`src/rtl/expr_sig_collector.sv`:
```
// Folds 90-bit expression results into a 32-bit MISR and checks it against a golden value.
// Latency: one cycle per accepted vector; done/pass one edge after the final accept.
// Backpressure: in_ready is high only while a run is active (registered state decode).
module expr_sig_collector #(
    parameter int          DATA_W = 90,
    parameter int          CNT_W  = 16,
    parameter logic [31:0] POLY   = 32'h04C11DB7,
    parameter logic [31:0] SEED   = 32'hFFFFFFFF
) (
    input  logic              clk,
    input  logic              rst_n,
    input  logic              start,
    input  logic [CNT_W-1:0]  num_vectors,
    input  logic [31:0]       golden,
    input  logic              in_valid,
    output logic              in_ready,
    input  logic [DATA_W-1:0] in_data,
    output logic              busy,
    output logic              done,
    output logic              pass,
    output logic [31:0]       signature,
    output logic [CNT_W-1:0]  count
);

    typedef enum logic [1:0] {
        S_IDLE,
        S_RUN,
        S_DONE
    } state_t;

    localparam logic [CNT_W-1:0] CNT_ZERO = '0;
    localparam logic [CNT_W-1:0] CNT_ONE  = {{(CNT_W-1){1'b0}}, 1'b1};

    state_t           state;
    logic [31:0]      sig;
    logic [31:0]      gold_q;
    logic [CNT_W-1:0] cnt;
    logic [CNT_W-1:0] target;
    logic             pass_q;

    logic [31:0] fold_val;
    logic [31:0] sig_next;
    logic        accept;

    // The fold assumes the 90-bit expression output width.
    assign fold_val = in_data[31:0] ^ in_data[63:32] ^ {6'b0, in_data[89:64]};
    assign sig_next = {sig[30:0], 1'b0} ^ (sig[31] ? POLY : 32'h0) ^ fold_val;
    assign accept   = in_valid && (state == S_RUN);

    always_ff @(posedge clk or negedge rst_n) begin
        if (!rst_n) begin
            state  <= S_IDLE;
            sig    <= SEED;
            gold_q <= 32'h0;
            cnt    <= CNT_ZERO;
            target <= CNT_ZERO;
            pass_q <= 1'b0;
        end else begin
            case (state)
                S_IDLE, S_DONE: begin
                    if (start) begin
                        target <= num_vectors;
                        gold_q <= golden;
                        sig    <= SEED;
                        cnt    <= CNT_ZERO;
                        if (num_vectors == CNT_ZERO) begin
                            state  <= S_DONE;
                            pass_q <= (SEED == golden);
                        end else begin
                            state  <= S_RUN;
                            pass_q <= 1'b0;
                        end
                    end
                end
                S_RUN: begin
                    // start is deliberately ignored here; only accepts advance the run.
                    if (accept) begin
                        sig <= sig_next;
                        cnt <= cnt + CNT_ONE;
                        if (cnt == target - CNT_ONE) begin
                            state  <= S_DONE;
                            pass_q <= (sig_next == gold_q);
                        end
                    end
                end
                default: state <= S_IDLE;
            endcase
        end
    end

    assign in_ready  = (state == S_RUN);
    assign busy      = (state == S_RUN);
    assign done      = (state == S_DONE);
    assign pass      = pass_q;
    assign signature = sig;
    assign count     = cnt;

endmodule

```
`config.mk`:
```
export PLATFORM = sky130hd
export DESIGN_NAME = expr_sig_collector
export DESIGN_NICKNAME = d
export VERILOG_FILES = /design/src/rtl/expr_sig_collector.sv
export SDC_FILE = /design/constraint.sdc
export NUM_CORES = 1
export LEC_CHECK = 0
export CORE_UTILIZATION = 42
export DETAILED_ROUTE_END_ITERATION = 8
export PLACE_DENSITY = 0.73
export SYNTH_ARGS = -nofsm -noshare
export SYNTH_HDL_FRONTEND = slang
export SYNTH_SLANG_ARGS = --single-unit
export TNS_END_PERCENT = 50
```
`constraint.sdc`:
```
create_clock -name clk -period 2.5 [get_ports clk]
set_input_delay 0.5 -clock clk [delete_from_list [all_inputs] [get_ports clk]]
set_output_delay 0.5 -clock clk [all_outputs]
set_load 0.01 [all_outputs]
```
* Word level (Yosys, flattened, before mapping)
Cells that the tools add are included.
Storage, ports and cells: flip-flop bits (word level) 99, bits in latches 0, memory bits (writable) 0, ROM bits 0, input bits 142, output and inout port bits 52, logic and storage cells 46, memories 0
Operators by class: add/subtract/negate cells 2, $mul 0, divide/modulo/power cells 0, $lt $le $gt $ge 0, equality and inequality tests 8, shifts and indexed selects 0, mux-type cells 17, bitwise logic cells 4, reduce and logical (&&, ||, !) cells 9
Operator list (count):
- 32-bit 2-to-1 mux | 2
- 32-bit case mux with 2 select lines | 1
- 32-bit bitwise XOR | 2
- 32-bit == test | 1
- 32-bit == test (first input constant) | 1
- 16-bit 2-to-1 mux | 2
- 16-bit case mux with 2 select lines | 1
- 32-bit by 26-bit bitwise XOR with 32-bit output | 1
- 32-bit by 27-bit bitwise XOR with 32-bit output | 1
- 27-bit 2-to-1 mux | 1
- 16-bit by 1-bit adder with 16-bit output (second input constant) | 1
- 16-bit == test | 1
- 16-bit logical NOT | 1
- 16-bit by 1-bit subtractor with 16-bit output (second input constant) | 1
- 2-bit 2-to-1 mux | 4
- 3-bit AND reduction | 2
- 1-bit 2-to-1 mux | 4
- 2-bit by 1-bit != test with 1-bit output (second input constant) | 2
- 2-bit case mux with 2 select lines | 1
- 4-bit AND reduction | 1
- 2-bit by 1-bit == test with 1-bit output (second input constant) | 1
- 2-bit == test (second input constant) | 1
- 2-bit logical NOT | 1
- 2-bit != test (second input constant) | 1
- 5 further kinds | 5

* Longest topological paths before layout
Gate-level depths: netlist of run 1.
depth in word-level cells 7, gate-level depth with buffers 9, gate-level depth less buffers 9

* Worst setup path after synthesis of run 1
Ideal clock, no wire load.
path kind register -> register, from register target[0], to register pass_q, in the netlist pass, setup time 0.128 ns, arrival 2.412 ns, data required time 2.372 ns, path slack -0.040 ns, cell stages (with the launch flop) 9, path buffers 1, period minus slack after synthesis 2.540 ns, cell sequence dfrtp_1 -> or3_1 -> clkbuf_1 -> xnor2_1 -> or4_1 -> a311oi_2 -> nand4_1 -> o31ai_2 -> mux2_1
Between the ends: cells in the longest elaborated chain, start to end 4
Ends and longest elaborated chain:
- start: declaration | RTL line 38 | logic [CNT_W-1:0] target;
- start signal: assignment | RTL line 62 | target <= num_vectors;
- 16-bit by 1-bit subtractor with 16-bit output | RTL line 80 | if (cnt == target - CNT_ONE) begin
- 16-bit == test | RTL line 80
- 2-bit by 1-bit != test with 1-bit output (no line)
- 4-bit AND reduction (no line)
- end signal: assignment | RTL line 68 | pass_q <= (SEED == golden);
- end signal: assignment | RTL line 82 | pass_q <= (sig_next == gold_q);
- end: declaration | RTL line 39 | logic pass_q;
Every way passes these cells. A chain may end at the register's enable or synchronous reset.

* Final worst setup path of run 1
from input port in_data[38], to register pass_q, in the netlist pass
Between the ends: cells in the longest elaborated chain, start to end 7
Ends and longest elaborated chain:
- start: declaration | RTL line 17 | input logic [DATA_W-1:0] in_data,
- 32-bit bitwise XOR | RTL line 46 | assign fold_val = in_data[31:0] ^ in_data[63:32] ^ {6'b0, in_data[89:64]};
- 32-bit by 26-bit bitwise XOR with 32-bit output | RTL line 46
- 32-bit bitwise XOR | RTL line 47 | assign sig_next = {sig[30:0], 1'b0} ^ (sig[31] ? POLY : 32'h0) ^ fold_val;
- 32-bit == test | RTL line 82
- 1-bit 2-to-1 mux | RTL line 80
- 1-bit 2-to-1 mux | RTL line 77 | if (accept) begin
- 1-bit case mux with 2 select lines | RTL line 59 | case (state)
Every way passes these cells. The select of a mux whose other input is x is not followed.

==> results of run 1 <==
-- power groups by stage --
stage / combinational [mW] / clock (mW) / sequential, mW
after CTS: 5.55 / 1.33 / 3.18
after global routing: 6.16 / 1.38 / 3.26
after floorplan: 3.08 / 0 / 3.16
after detailed placement: 5.43 / 0 / 3.18
final: 5.67 / 1.30 / 3.17
after global placement: 5.34 / 0 / 3.16
-- sequential cells by signal, summed over array words and instances (netlist names) --
signal and flops:
count 16, gold_q 32, pass 1, signature 32, state 2, target 16
-- cell type report --
type / instances / area (µm²) / area share, %
inverter: 9 / 33.78 / 0.3824
timing repair buffer: 252 / 2397 / 27.13
clock inverter: 2 / 12.51 / 0.1416
sequential: 99 / 2520 / 28.52
tap: 180 / 225.2 / 2.549
clock buffer: 14 / 254.0 / 2.875
multi-input combinational: 510 / 3392 / 38.39
-- stage by stage --
| step | instances | setup WS [ns] | util (%) | TNS (ns) | area [µm²] |
|---|---|---|---|---|---|
| 6_report | 1066 | -0.1467 | 63.65 | -0.1467 | 8835 |
| 5_1_grt | 1066 | -0.1975 | 63.65 | -0.2399 | 8835 |
| 4_1_cts | 1063 | -0.2159 | 62.90 | -0.2159 | 8731 |
| 3_5_place_dp | 1046 | -0.5284 | 60.65 | -0.6231 | 8418 |
| 3_3_place_gp | 1046 | -0.5030 | 60.65 | -0.5030 | 8418 |
| 2_1_floorplan | 650 | -0.02040 | - | -0.02040 | 5972 |
-- per-layer routing --
metal / GRT usage, % / wire length, µm / up-vias
li1: - / - / 2643
met1: 29.52 / 7072 / 2632
met2: 45.07 / 9280 / 185
met3: 5.545 / 1090 / 24
met4: 9.491 / 342 / 0
met5: 0 / 0 / -
-- logic make-up after synthesis --
| family | Yosys count | share of synthesized area (%) |
|---|---|---|
| and+or+nand+nor | 272 | 20.64 |
| xor gates and xnor gates | 159 | 24.73 |
| DFF | 99 | 42.16 |
| AOI/OAI and AO/OA | 75 | 8.738 |
| buffers and inverters | 41 | 2.955 |
| muxes | 2 | 0.3562 |
| adders and majority gates | 2 | 0.4190 |
-- placed cells by master, fill, tap and decap left out, types with 3 or more instances in the layout --
master           instances
clkdlybuf4s50_1        192
nand2_1                172
xnor2_1                120
dfrtp_1                 65
buf_4                   58
dfstp_2                 32
o211ai_1                31
xor2_1                  27
nor2_1                  21
o21ai_0                 17
nand4_1                 16
nand3_1                 11
inv_1                    9
nor4_1                   9
clkbuf_16                9
nor3_1                   8
xnor2_2                  7
a21oi_1                  6
or3_1                    6
xnor3_1                  5
or4_1                    5
clkbuf_1                 4
nor2b_1                  3
nor3_2                   3
a31oi_1                  3
-- timing repair --
| action | in CTS | in global routing |
|---|---|---|
| resized for setup | 9 | 12 |
| pin swaps | 5 | 11 |
| endpoints found under the setup margin | 3 | 2 |
| buffers inserted | 1 | 3 |
-- worst max path at each step --
stage,depth (start not counted),endpoint,from
floorplan,8,pass,target[0]
global placement,8,pass,in_data[70]
detailed placement,8,pass,in_data[70]
CTS,7,pass,target[6]
global route,9,pass,target[1]
finish,8,pass,in_data[38]
==> out/qor.yml, run 1 <==
power:
  p_int_mw: 6.309
  pwr-share-seq_pct: 31.3
  p_leak_nw: 3.629
  p_sw_share_pct: 37.74
  pwr-share-clk_pct: 12.8
  total_power_mw: 10.13
  power.density_nw_per_um2: 1147
  vdd_drop_max_mv: 0.6050
  switchingPower_mw: 3.824
  combPwrFrac_pct: 55.9
clock_network:
  cts_tree: "done"
  clkLatencyLatePin_ns: 0.36
  cts_buffer_depth: 2
  cts_buffers: 9
  root_buffer: "clkbuf_16"
  cts_htree_levels: 3
  path_clk_slew_ns: 0.07
  numClockSinks: 99
  holdBufCountCts: 0
timing:
  worst-slew-pin-transition_ns: 0.4751
  setup_ws_ns: -0.1467
  period_minus_slack_ns: 2.647
  fin_skew_ns: 0.007617
  fmax_mhz: 377.8
  slew_violations: 0
  holdWs_ns: 0.07171
  relSlewSlack_pct: 68.06
  setup_viol: 1
  rsz0062_at_grt: "true"
  period_share_pct: 105.9
  hold_viol: 0
synth:
  syn_avg_cell_area_um2: 9.186
  ys.warnings.count: 0
  ys_seq_area_share_pct: 42.16
  synth_seq_cells: 99
  synth_fp_nets: 794
  yosys.area.top_type_share_pct: 28.08
  synth_flop_cell: "dfrtp_1"
  synth.top_cells.by_area: "dfrtp_1 (28%), xnor2_1 (18%), dfstp_2 (14%)"
  ys_types: 47
  synth_edf_count: 0
  syn_inst: 650
  async_flop_share_pct: 100.0
  syn_area_um2: 5971
  synthTopCellsByCount: "nand2_1 (172), xnor2_1 (125), dfrtp_1 (67)"
  post-synth-top-count-cell: "nand2_1"
  synth_top_cell_by_area: "dfrtp_1"
floorplan:
  core_um2: 13880
  die_height_um: 121.2
  io_pins: 194
  dieWidth_um: 121.2
  dieArea_um2: 14700
  initial_utilization_pct: 43.01
  rows: 43
global_routing:
  grt_pass1_wl_um: 28010
  grt_usage_pct: 25.29
  grt_overflow: 0
  grt_pass1_vias: 5583
  grt_max_degree: 55
  antenna_found_initial: 0
setup_path:
  cp_data_arrival_time_ns: 2.94
  cpLargestDelayFamily: "simple AND/OR/NAND/NOR gates"
  path_max_fanout: 2
  r2r-start: "target[1]"
  cp_common_cell: "xnor2_1"
  startpoint_type: "input port"
  critPathCaptureType: "flop"
  crit_type: "in2reg"
  rrSetupSlack_ns: -0.09
  rr_endpoint: "pass"
  crit_chain: "clkdlybuf4s50_1 > xnor2_1 > xnor2_1 > xnor2_1 > or4_4 > or4_1 > o41ai_2 > mux2_1"
  cp.required_ns: 2.79
  ff2ff_path_depth: 9
  critical_path.slowest_cell: "or4_4"
  cpPeakStageDelay_ns: 0.54
  critPathBufInv: 1
final_layout:
  fillers: 1194
  final_nets: 1025
  synthToLayoutAreaGrowth_pct: 47.97
  antennaDiodeCount: 0
  drive_above_1_share_pct: 14.90
routing:
  drt-wirelength-per-cell_um: 16.68
  drt_wl_total_um: 17790
  firstDrtPassIters: 5
  num_vias: 5484
  detail-route-antenna-nets: 0
  drc: 0
  drt_first_iter_violations: 253
  vias_per_cell: 5.144
placed_design:
  port_buffers: 193
  place_hpwl_um: 13940
  place_congestion: 0.8889
min_path:
  min_path_type: "in2async"
status:
  status: "finished, violations left"
  violations: "negative setup slack"
job:
  cap_violations: 0
No activity file was read; power rests on OpenSTA's default activity.
==> run 2: changes to the inputs <==
SLEW_MARGIN = 20   (was not set)
==> results of run 2 <==
Same layout as run 1: the final DEF is identical, and so are final timing and power.
